===== config.mk =====
export PLATFORM = sky130hd
export DESIGN_NAME = var_par_fifo
export DESIGN_NICKNAME = d
export VERILOG_FILES = /design/src/rtl/fifo_pkg.sv /design/src/rtl/fifo_ptr_ctrl.sv /design/src/rtl/var_par_fifo.sv
export SDC_FILE = /design/constraint.sdc
export NUM_CORES = 1
export LEC_CHECK = 0
export ABC_AREA = 1
export BUFFER_PORTS_ARGS = -buffer_cell sky130_fd_sc_hd__clkbuf_2
export CORE_MARGIN = 2
export CORE_UTILIZATION = 40
export CTS_BUF_LIST = sky130_fd_sc_hd__clkbuf_4 sky130_fd_sc_hd__clkbuf_8
export DETAILED_ROUTE_END_ITERATION = 8
export GPL_ROUTABILITY_DRIVEN = 0
export GPL_TIMING_DRIVEN = 0
export PLACE_DENSITY_LB_ADDON = 0.2
export SETUP_SLACK_MARGIN = 0.3
export SYNTH_ARGS = -nofsm -noshare
export SYNTH_HDL_FRONTEND = slang
export SYNTH_HIERARCHICAL = 1
export SYNTH_SLANG_ARGS = --single-unit
export TNS_END_PERCENT = 30

===== constraint.sdc =====
create_clock -name clk -period 3.17 [get_ports clk]
set_input_delay 0.634 -clock clk [delete_from_list [all_inputs] [get_ports clk]]
set_output_delay 0.634 -clock clk [all_outputs]
set_load 0.02 [all_outputs]

===== src/rtl/fifo_pkg.sv =====
// Shared widths, word type and pointer-wrap helper for the variable-count parallel FIFO.
package fifo_pkg;

  localparam int unsigned WORD_W = 8;

  typedef logic [WORD_W-1:0] word_t;

  function automatic int unsigned ptr_w(input int unsigned depth);
    return (depth > 1) ? $clog2(depth) : 1;
  endfunction

  function automatic int unsigned cnt_w(input int unsigned depth);
    return $clog2(depth + 1);
  endfunction

  // depth is a power of two, so the wrap is a mask
  function automatic int unsigned wrap_add(input int unsigned base, input int unsigned off,
                                           input int unsigned depth);
    return (base + off) & (depth - 1);
  endfunction

endpackage


===== src/rtl/fifo_ptr_ctrl.sv =====
// Pointer, occupancy and handshake control for var_par_fifo.
// Optional almost_full/almost_empty flags when FIFO_ALMOST_EN is defined.
module fifo_ptr_ctrl
  import fifo_pkg::*;
#(
  parameter int unsigned DEPTH     = 8,
  parameter int unsigned PAR_WRITE = 4,
  parameter int unsigned PAR_READ  = 4
`ifdef FIFO_ALMOST_EN
  ,
  parameter int unsigned AF_LEVEL  = 6,
  parameter int unsigned AE_LEVEL  = 2
`endif
) (
  input  logic                             clk,
  input  logic                             rst_n,
  input  logic                             wr_valid,
  input  logic [$clog2(PAR_WRITE+1)-1:0]   wr_cnt,
  input  logic                             rd_req,
  input  logic [$clog2(PAR_READ+1)-1:0]    rd_cnt,
  output logic                             wr_ready,
  output logic                             wr_fire,
  output logic                             rd_ack,
  output logic [ptr_w(DEPTH)-1:0]          wr_ptr,
  output logic [ptr_w(DEPTH)-1:0]          rd_ptr,
  output logic [cnt_w(DEPTH)-1:0]          count,
  output logic                             full,
  output logic                             empty
`ifdef FIFO_ALMOST_EN
  ,
  output logic                             almost_full,
  output logic                             almost_empty
`endif
);

  localparam int unsigned PW = ptr_w(DEPTH);
  localparam int unsigned CW = cnt_w(DEPTH);

  logic [CW-1:0] cnt_add;
  logic [CW-1:0] cnt_sub;

  // Both handshakes judge against the pre-cycle count: a same-cycle read frees nothing
  assign wr_ready = rst_n && (32'(wr_cnt) <= PAR_WRITE) && ((DEPTH - 32'(count)) >= 32'(wr_cnt));
  assign rd_ack   = rst_n && rd_req && (32'(rd_cnt) <= PAR_READ) && (32'(rd_cnt) <= 32'(count));
  assign wr_fire  = wr_valid && wr_ready;

  assign cnt_add = wr_fire ? CW'(wr_cnt) : '0;
  assign cnt_sub = rd_ack  ? CW'(rd_cnt) : '0;

  always_ff @(posedge clk) begin
    if (!rst_n) begin
      wr_ptr <= '0;
      rd_ptr <= '0;
      count  <= '0;
    end else begin
      if (wr_fire) wr_ptr <= PW'(wrap_add(32'(wr_ptr), 32'(wr_cnt), DEPTH));
      if (rd_ack)  rd_ptr <= PW'(wrap_add(32'(rd_ptr), 32'(rd_cnt), DEPTH));
      count <= count + cnt_add - cnt_sub;
    end
  end

  assign full  = (32'(count) == DEPTH);
  assign empty = (count == '0);

`ifdef FIFO_ALMOST_EN
  assign almost_full  = (32'(count) >= AF_LEVEL);
  assign almost_empty = (32'(count) <= AE_LEVEL);
`endif

endmodule


===== src/rtl/var_par_fifo.sv =====
// Circular word FIFO accepting 0..PAR_WRITE and retiring 0..PAR_READ words per cycle (FWFT).
// Define FIFO_ALMOST_EN to add the almost_full/almost_empty outputs.
module var_par_fifo
  import fifo_pkg::*;
#(
  parameter int unsigned DATA_WIDTH = 8,
  parameter int unsigned DEPTH      = 8,
  parameter int unsigned PAR_WRITE  = 4,
  parameter int unsigned PAR_READ   = 4,
  parameter int unsigned AF_LEVEL   = 6,
  parameter int unsigned AE_LEVEL   = 2
) (
  input  logic                                  clk,
  input  logic                                  rst_n,
  input  logic                                  wr_valid,
  input  logic [$clog2(PAR_WRITE+1)-1:0]        wr_cnt,
  input  logic [PAR_WRITE-1:0][DATA_WIDTH-1:0]  wr_data,
  output logic                                  wr_ready,
  input  logic                                  rd_req,
  input  logic [$clog2(PAR_READ+1)-1:0]         rd_cnt,
  output logic                                  rd_ack,
  output logic [PAR_READ-1:0][DATA_WIDTH-1:0]   rd_data,
  output logic [cnt_w(DEPTH)-1:0]               count,
  output logic                                  full,
  output logic                                  empty
`ifdef FIFO_ALMOST_EN
  ,
  output logic                                  almost_full,
  output logic                                  almost_empty
`endif
);

  localparam int unsigned PW = ptr_w(DEPTH);

  if (((DEPTH & (DEPTH - 1)) != 0) || (DEPTH < PAR_WRITE) || (DEPTH < PAR_READ) ||
      (AE_LEVEL > AF_LEVEL) || (AF_LEVEL > DEPTH)) begin : g_bad_cfg
    $error("var_par_fifo: invalid parameter set");
  end

  logic [DATA_WIDTH-1:0] mem [DEPTH];
  logic [PW-1:0]         wr_ptr;
  logic [PW-1:0]         rd_ptr;
  logic                  wr_fire;

  fifo_ptr_ctrl #(
    .DEPTH     (DEPTH),
    .PAR_WRITE (PAR_WRITE),
    .PAR_READ  (PAR_READ)
`ifdef FIFO_ALMOST_EN
    ,
    .AF_LEVEL  (AF_LEVEL),
    .AE_LEVEL  (AE_LEVEL)
`endif
  ) u_ctrl (
    .clk          (clk),
    .rst_n        (rst_n),
    .wr_valid     (wr_valid),
    .wr_cnt       (wr_cnt),
    .rd_req       (rd_req),
    .rd_cnt       (rd_cnt),
    .wr_ready     (wr_ready),
    .wr_fire      (wr_fire),
    .rd_ack       (rd_ack),
    .wr_ptr       (wr_ptr),
    .rd_ptr       (rd_ptr),
    .count        (count),
    .full         (full),
    .empty        (empty)
`ifdef FIFO_ALMOST_EN
    ,
    .almost_full  (almost_full),
    .almost_empty (almost_empty)
`endif
  );

  // Storage is deliberately not reset; occupancy masks stale words on the read side
  always_ff @(posedge clk) begin
    for (int unsigned i = 0; i < PAR_WRITE; i++) begin
      if (wr_fire && (i < 32'(wr_cnt)))
        mem[PW'(wrap_add(32'(wr_ptr), i, DEPTH))] <= wr_data[i];
    end
  end

  always_comb begin
    rd_data = '0;
    for (int unsigned j = 0; j < PAR_READ; j++) begin
      if (j < 32'(count))
        rd_data[j] = mem[PW'(wrap_add(32'(rd_ptr), j, DEPTH))];
    end
  end

endmodule

==> run_summary.xml <==
<?xml version="1.0" encoding="UTF-8"?>
<metrics>
  <group name="global_route">
    <metric name="grt_pass1_wl" unit="mm">41.8</metric>
    <metric name="groute.usage.overall" unit="">0.271</metric>
    <metric name="antenna_violations_before_repair" unit="">0</metric>
    <metric name="first_global_vias" unit="">7315</metric>
    <metric name="maximum_number_of_pins_on_one_net_before_global_route_repair" unit="">15</metric>
    <metric name="gr-total-overflow" unit="">0</metric>
  </group>
  <group name="setup_path">
    <metric name="critical-path-top-cell-by-count" unit="">sky130_fd_sc_hd__nand2_1</metric>
    <metric name="critical_path.reg2reg.startpoint" unit="">u_ctrl/count[2]</metric>
    <metric name="cp-start-kind" unit="">flop</metric>
    <metric name="critical_path.max_stage_delay" unit="ns">0.37</metric>
    <metric name="slowest_stage" unit="">sky130_fd_sc_hd__dfxtp_4</metric>
    <metric name="cp-end-kind" unit="">output pin</metric>
    <metric name="critical_path.reg2reg.endpoint" unit="">u_ctrl/count[2]</metric>
    <metric name="ff2ff_setup_slack" unit="ns">0.39</metric>
    <metric name="worstPathMaxFanout" unit="">10</metric>
    <metric name="worstPathRequired" unit="ns">2.54</metric>
    <metric name="timing.setup.critical_path_class" unit="">reg2out</metric>
    <metric name="worstPathCellList" unit="">buf_6 &gt; buf_4 &gt; clkbuf_4 &gt; buf_2 &gt; nand2_1 &gt; o21ai_1 &gt; nand2_1 &gt; a41oi_1 &gt; clkbuf_2</metric>
    <metric name="crit_arrival" unit="ns">2.20</metric>
    <metric name="worst_r2r_path_depth" unit="">12</metric>
  </group>
  <group name="synth">
    <metric name="postSynth.topFlopCell" unit="">sky130_fd_sc_hd__edfxtp_1</metric>
    <metric name="synth_edf_count" unit="">64</metric>
    <metric name="synth.ff_latch_count" unit="">74</metric>
    <metric name="ys_seq_area_frac" unit="">0.280</metric>
    <metric name="yosysUniqueCellTypes" unit="">43</metric>
    <metric name="synthArstFlopShare" unit="">0</metric>
    <metric name="synth.avg_cell_area" unit="µm²">6.12</metric>
    <metric name="synth_fp_nets" unit="">1303</metric>
    <metric name="syn_area" unit="µm²">7580</metric>
    <metric name="yosys_warnings" unit="">6</metric>
    <metric name="syn_inst" unit="">1239</metric>
  </group>
  <group name="clock_tree">
    <metric name="cts_max_level" unit="">3</metric>
    <metric name="bufs_on_longest_clock_path" unit="">2</metric>
    <metric name="clock_tree_from_tritoncts" unit="">yes</metric>
    <metric name="clk_latency" unit="ns">0.34</metric>
    <metric name="cts_made_buffers" unit="">9</metric>
    <metric name="postCtsHoldBufs" unit="">0</metric>
    <metric name="clkSinkCount" unit="">74</metric>
    <metric name="clock_pin_slew_on_the_worst_setup_and_hold_paths" unit="ns">0.08</metric>
    <metric name="cts_root_buf" unit="">sky130_fd_sc_hd__clkbuf_8</metric>
  </group>
  <group name="cells_and_area">
    <metric name="final_cell_area" unit="µm²">9020</metric>
    <metric name="final_common_cell" unit="">sky130_fd_sc_hd__nand2_1</metric>
    <metric name="flow.area_growth_from_synthesis" unit="%">18.9</metric>
    <metric name="non_filler_cells_in_the_finished_layout" unit="">1579</metric>
    <metric name="nets" unit="">1404</metric>
    <metric name="most-common-layout-cells" unit="">sky130_fd_sc_hd__nand2_1 (552), sky130_fd_sc_hd__nand3_1 (108), sky130_fd_sc_hd__inv_1 (103)</metric>
    <metric name="drive_above_1_share" unit="">0.193</metric>
    <metric name="diodes" unit="">0</metric>
  </group>
  <group name="sta">
    <metric name="final_min_period_over_clock_period" unit="">0.893</metric>
    <metric name="hold_ws" unit="ns">0.520</metric>
    <metric name="achievable-frequency" unit="MHz">353</metric>
    <metric name="report.final.setup_viol" unit="">0</metric>
    <metric name="slew_headroom" unit="">0.578</metric>
    <metric name="worst_pin_slew" unit="ns">0.634</metric>
    <metric name="maxSlewViolCount" unit="">0</metric>
    <metric name="hold_violations" unit="">0</metric>
    <metric name="timing.clock.skew" unit="ns">0.00968</metric>
    <metric name="totalNegativeSetupSlack" unit="ns">0</metric>
    <metric name="setup_repair_after_global_routing_missed_its_margin" unit="">true</metric>
    <metric name="final.min_clock_period" unit="ns">2.83</metric>
  </group>
  <group name="hold_path">
    <metric name="worstHoldPathType" unit="">reg2reg</metric>
    <metric name="worst_hold_startpoint" unit="">u_ctrl/rd_ptr[2]</metric>
    <metric name="hold_path_end" unit="">u_ctrl/rd_ptr[2]</metric>
    <metric name="timing.hold.worst_path_depth" unit="">2</metric>
  </group>
  <group name="routing">
    <metric name="num_vias" unit="">8592</metric>
    <metric name="drt_wl_total" unit="mm">27.9</metric>
    <metric name="drt_iter0_markers" unit="">993</metric>
    <metric name="drcViolationCount" unit="">0</metric>
    <metric name="drt_first_pass_iters" unit="">5</metric>
    <metric name="wire_per_inst" unit="µm">17.7</metric>
    <metric name="antenna_violation_net_count_after_detailed_routing" unit="">0</metric>
    <metric name="vias_per_cell" unit="">5.44</metric>
  </group>
  <group name="power_and_ir_drop">
    <metric name="design_power_total" unit="mW">4.72</metric>
    <metric name="vdd.ir_drop.worst" unit="µV">183</metric>
    <metric name="leakage" unit="nW">4.23</metric>
    <metric name="cellPowerDensity" unit="nW/µm²">524</metric>
  </group>
  <group name="placement">
    <metric name="dpl.cell_count" unit="">1532</metric>
    <metric name="postPlaceCellArea" unit="µm²">8180</metric>
    <metric name="hpwl" unit="mm">21.7</metric>
    <metric name="io_buffer_count" unit="">59</metric>
  </group>
  <group name="floorplanning">
    <metric name="initial_utilization" unit="">0.407</metric>
    <metric name="die-height" unit="µm">142</metric>
    <metric name="core_area" unit="µm²">18600</metric>
    <metric name="rows" unit="">50</metric>
    <metric name="top_level_ports" unit="">82</metric>
    <metric name="design.die.area" unit="µm²">20100</metric>
    <metric name="chipWidth" unit="µm">142</metric>
  </group>
  <group name="outcome">
    <metric name="status" unit="">complete, no violations</metric>
  </group>
  <group name="flow_run">
    <metric name="drv.max_cap_violation_count" unit="">0</metric>
  </group>
</metrics>
## worst max-delay path: cells and delay by family, from the launching register on
family	cells	cell delay [ns]
compound gates	2	0.41
buf+inv	5	0.91
flops	1	0.37
simple gates	2	0.17
## final cells by class
cell class / count / area [µm²]
Tap cell: 234 / 293
Sequential cell: 74 / 2130
Buffer: 59 / 373
Timing Repair Buffer: 90 / 601
Fill cell: 1978 / 9630
Clock buffer: 9 / 124
Multi-Input combinational cell: 975 / 4870
Inverter: 131 / 526
Clock inverter: 7 / 98.8
## cells in the mapped netlist, types with 2 or more instances
| master | instances | area, µm² |
|---|---|---|
| sky130_fd_sc_hd__a21oi_1 | 69 | 345 |
| sky130_fd_sc_hd__a21oi_2 | 4 | 35.0 |
| sky130_fd_sc_hd__a31oi_1 | 2 | 12.5 |
| sky130_fd_sc_hd__a41oi_1 | 8 | 70.1 |
| sky130_fd_sc_hd__buf_1 | 7 | 26.3 |
| sky130_fd_sc_hd__buf_2 | 16 | 80.1 |
| sky130_fd_sc_hd__buf_4 | 6 | 45.0 |
| sky130_fd_sc_hd__buf_6 | 3 | 33.8 |
| sky130_fd_sc_hd__clkbuf_1 | 27 | 101 |
| sky130_fd_sc_hd__dfxtp_1 | 10 | 200 |
| sky130_fd_sc_hd__edfxtp_1 | 64 | 1920 |
| sky130_fd_sc_hd__fa_1 | 5 | 100 |
| sky130_fd_sc_hd__ha_1 | 17 | 213 |
| sky130_fd_sc_hd__inv_1 | 109 | 409 |
| sky130_fd_sc_hd__inv_2 | 19 | 71.3 |
| sky130_fd_sc_hd__inv_4 | 2 | 12.5 |
| sky130_fd_sc_hd__nand2_1 | 557 | 2090 |
| sky130_fd_sc_hd__nand2_2 | 14 | 87.6 |
| sky130_fd_sc_hd__nand2_4 | 2 | 22.5 |
| sky130_fd_sc_hd__nand3_1 | 108 | 541 |
| sky130_fd_sc_hd__nor2_1 | 47 | 176 |
| sky130_fd_sc_hd__nor2_2 | 12 | 75.1 |
| sky130_fd_sc_hd__nor2_4 | 12 | 135 |
| sky130_fd_sc_hd__nor3_4 | 2 | 32.5 |
| sky130_fd_sc_hd__o2111ai_1 | 4 | 35.0 |
| sky130_fd_sc_hd__o211ai_1 | 16 | 120 |
| sky130_fd_sc_hd__o21ai_0 | 63 | 315 |
| sky130_fd_sc_hd__o21ai_1 | 5 | 25.0 |
| sky130_fd_sc_hd__o22ai_1 | 4 | 25.0 |
| sky130_fd_sc_hd__or2_2 | 7 | 43.8 |
| sky130_fd_sc_hd__xnor2_1 | 4 | 35.0 |
| sky130_fd_sc_hd__xor2_1 | 3 | 26.3 |
## registers in the layout, summed over array words and instances, names as in the netlist
| name | flops |
|---|---|
| u_ctrl/rd_ptr | 3 |
| u_ctrl/wr_ptr | 3 |
| u_ctrl/count | 4 |
| mem | 64 |
## per-layer routing
layer	vias to the layer above	global-route usage	routed length, µm
li1	4174	-	-
met1	3901	0.375	12100
met2	463	0.444	12500
met3	54	0.0429	2610
met4	0	0.0705	717
met5	-	0	0
## per-stage QoR
stage	worst slack [ns]	util
after global routing	0.190	0.484
after global placement	-0.319	0.439
after floorplan	0.320	-
after detailed placement	-0.370	0.439
final	0.338	0.484
after CTS	0.292	0.468
## power breakdown
part           total (mW)  internal [mW]  switching [mW]
sequential           1.24           1.17          0.0726
combinational        2.68          0.918            1.76
clock               0.801          0.448           0.353
## worst max-delay path by stage
| stage | startpoint | to | slack (ns) | cells past startpoint |
|---|---|---|---|---|
| after floorplan | u_ctrl/count[1] | u_ctrl/count[3] | 0.32 | 16 |
| after global placement | wr_cnt[1] | mem[6][4] | -0.32 | 16 |
| after detailed placement | wr_cnt[1] | mem[6][5] | -0.37 | 16 |
| after CTS | u_ctrl/rd_ptr[2] | rd_data[18] | 0.29 | 7 |
| after global routing | u_ctrl/count[2] | u_ctrl/count[3] | 0.19 | 14 |
| final | u_ctrl/rd_ptr[0] | rd_data[18] | 0.34 | 9 |
## logic make-up (layout without fill, tap and decap cells)
group                    after synthesis  count (layout)  synth area share
AO/OA/AOI/OAI                        176             176             0.131
XOR/XNOR                               9               9            0.0124
adder cells (fa/ha/maj)               22              22            0.0413
buffers and inverters                190             296             0.103
flip-flops                            74              74             0.280
AND/OR/NAND/NOR                      768             768             0.432
## what timing repair did
item	CTS	global route
gates resized for setup	47	68
buffers inserted	15	15
endpoints found under the setup margin	139	154
gates cloned	1	0
pin swaps	8	19
Power figures use the tool's default switching activity.
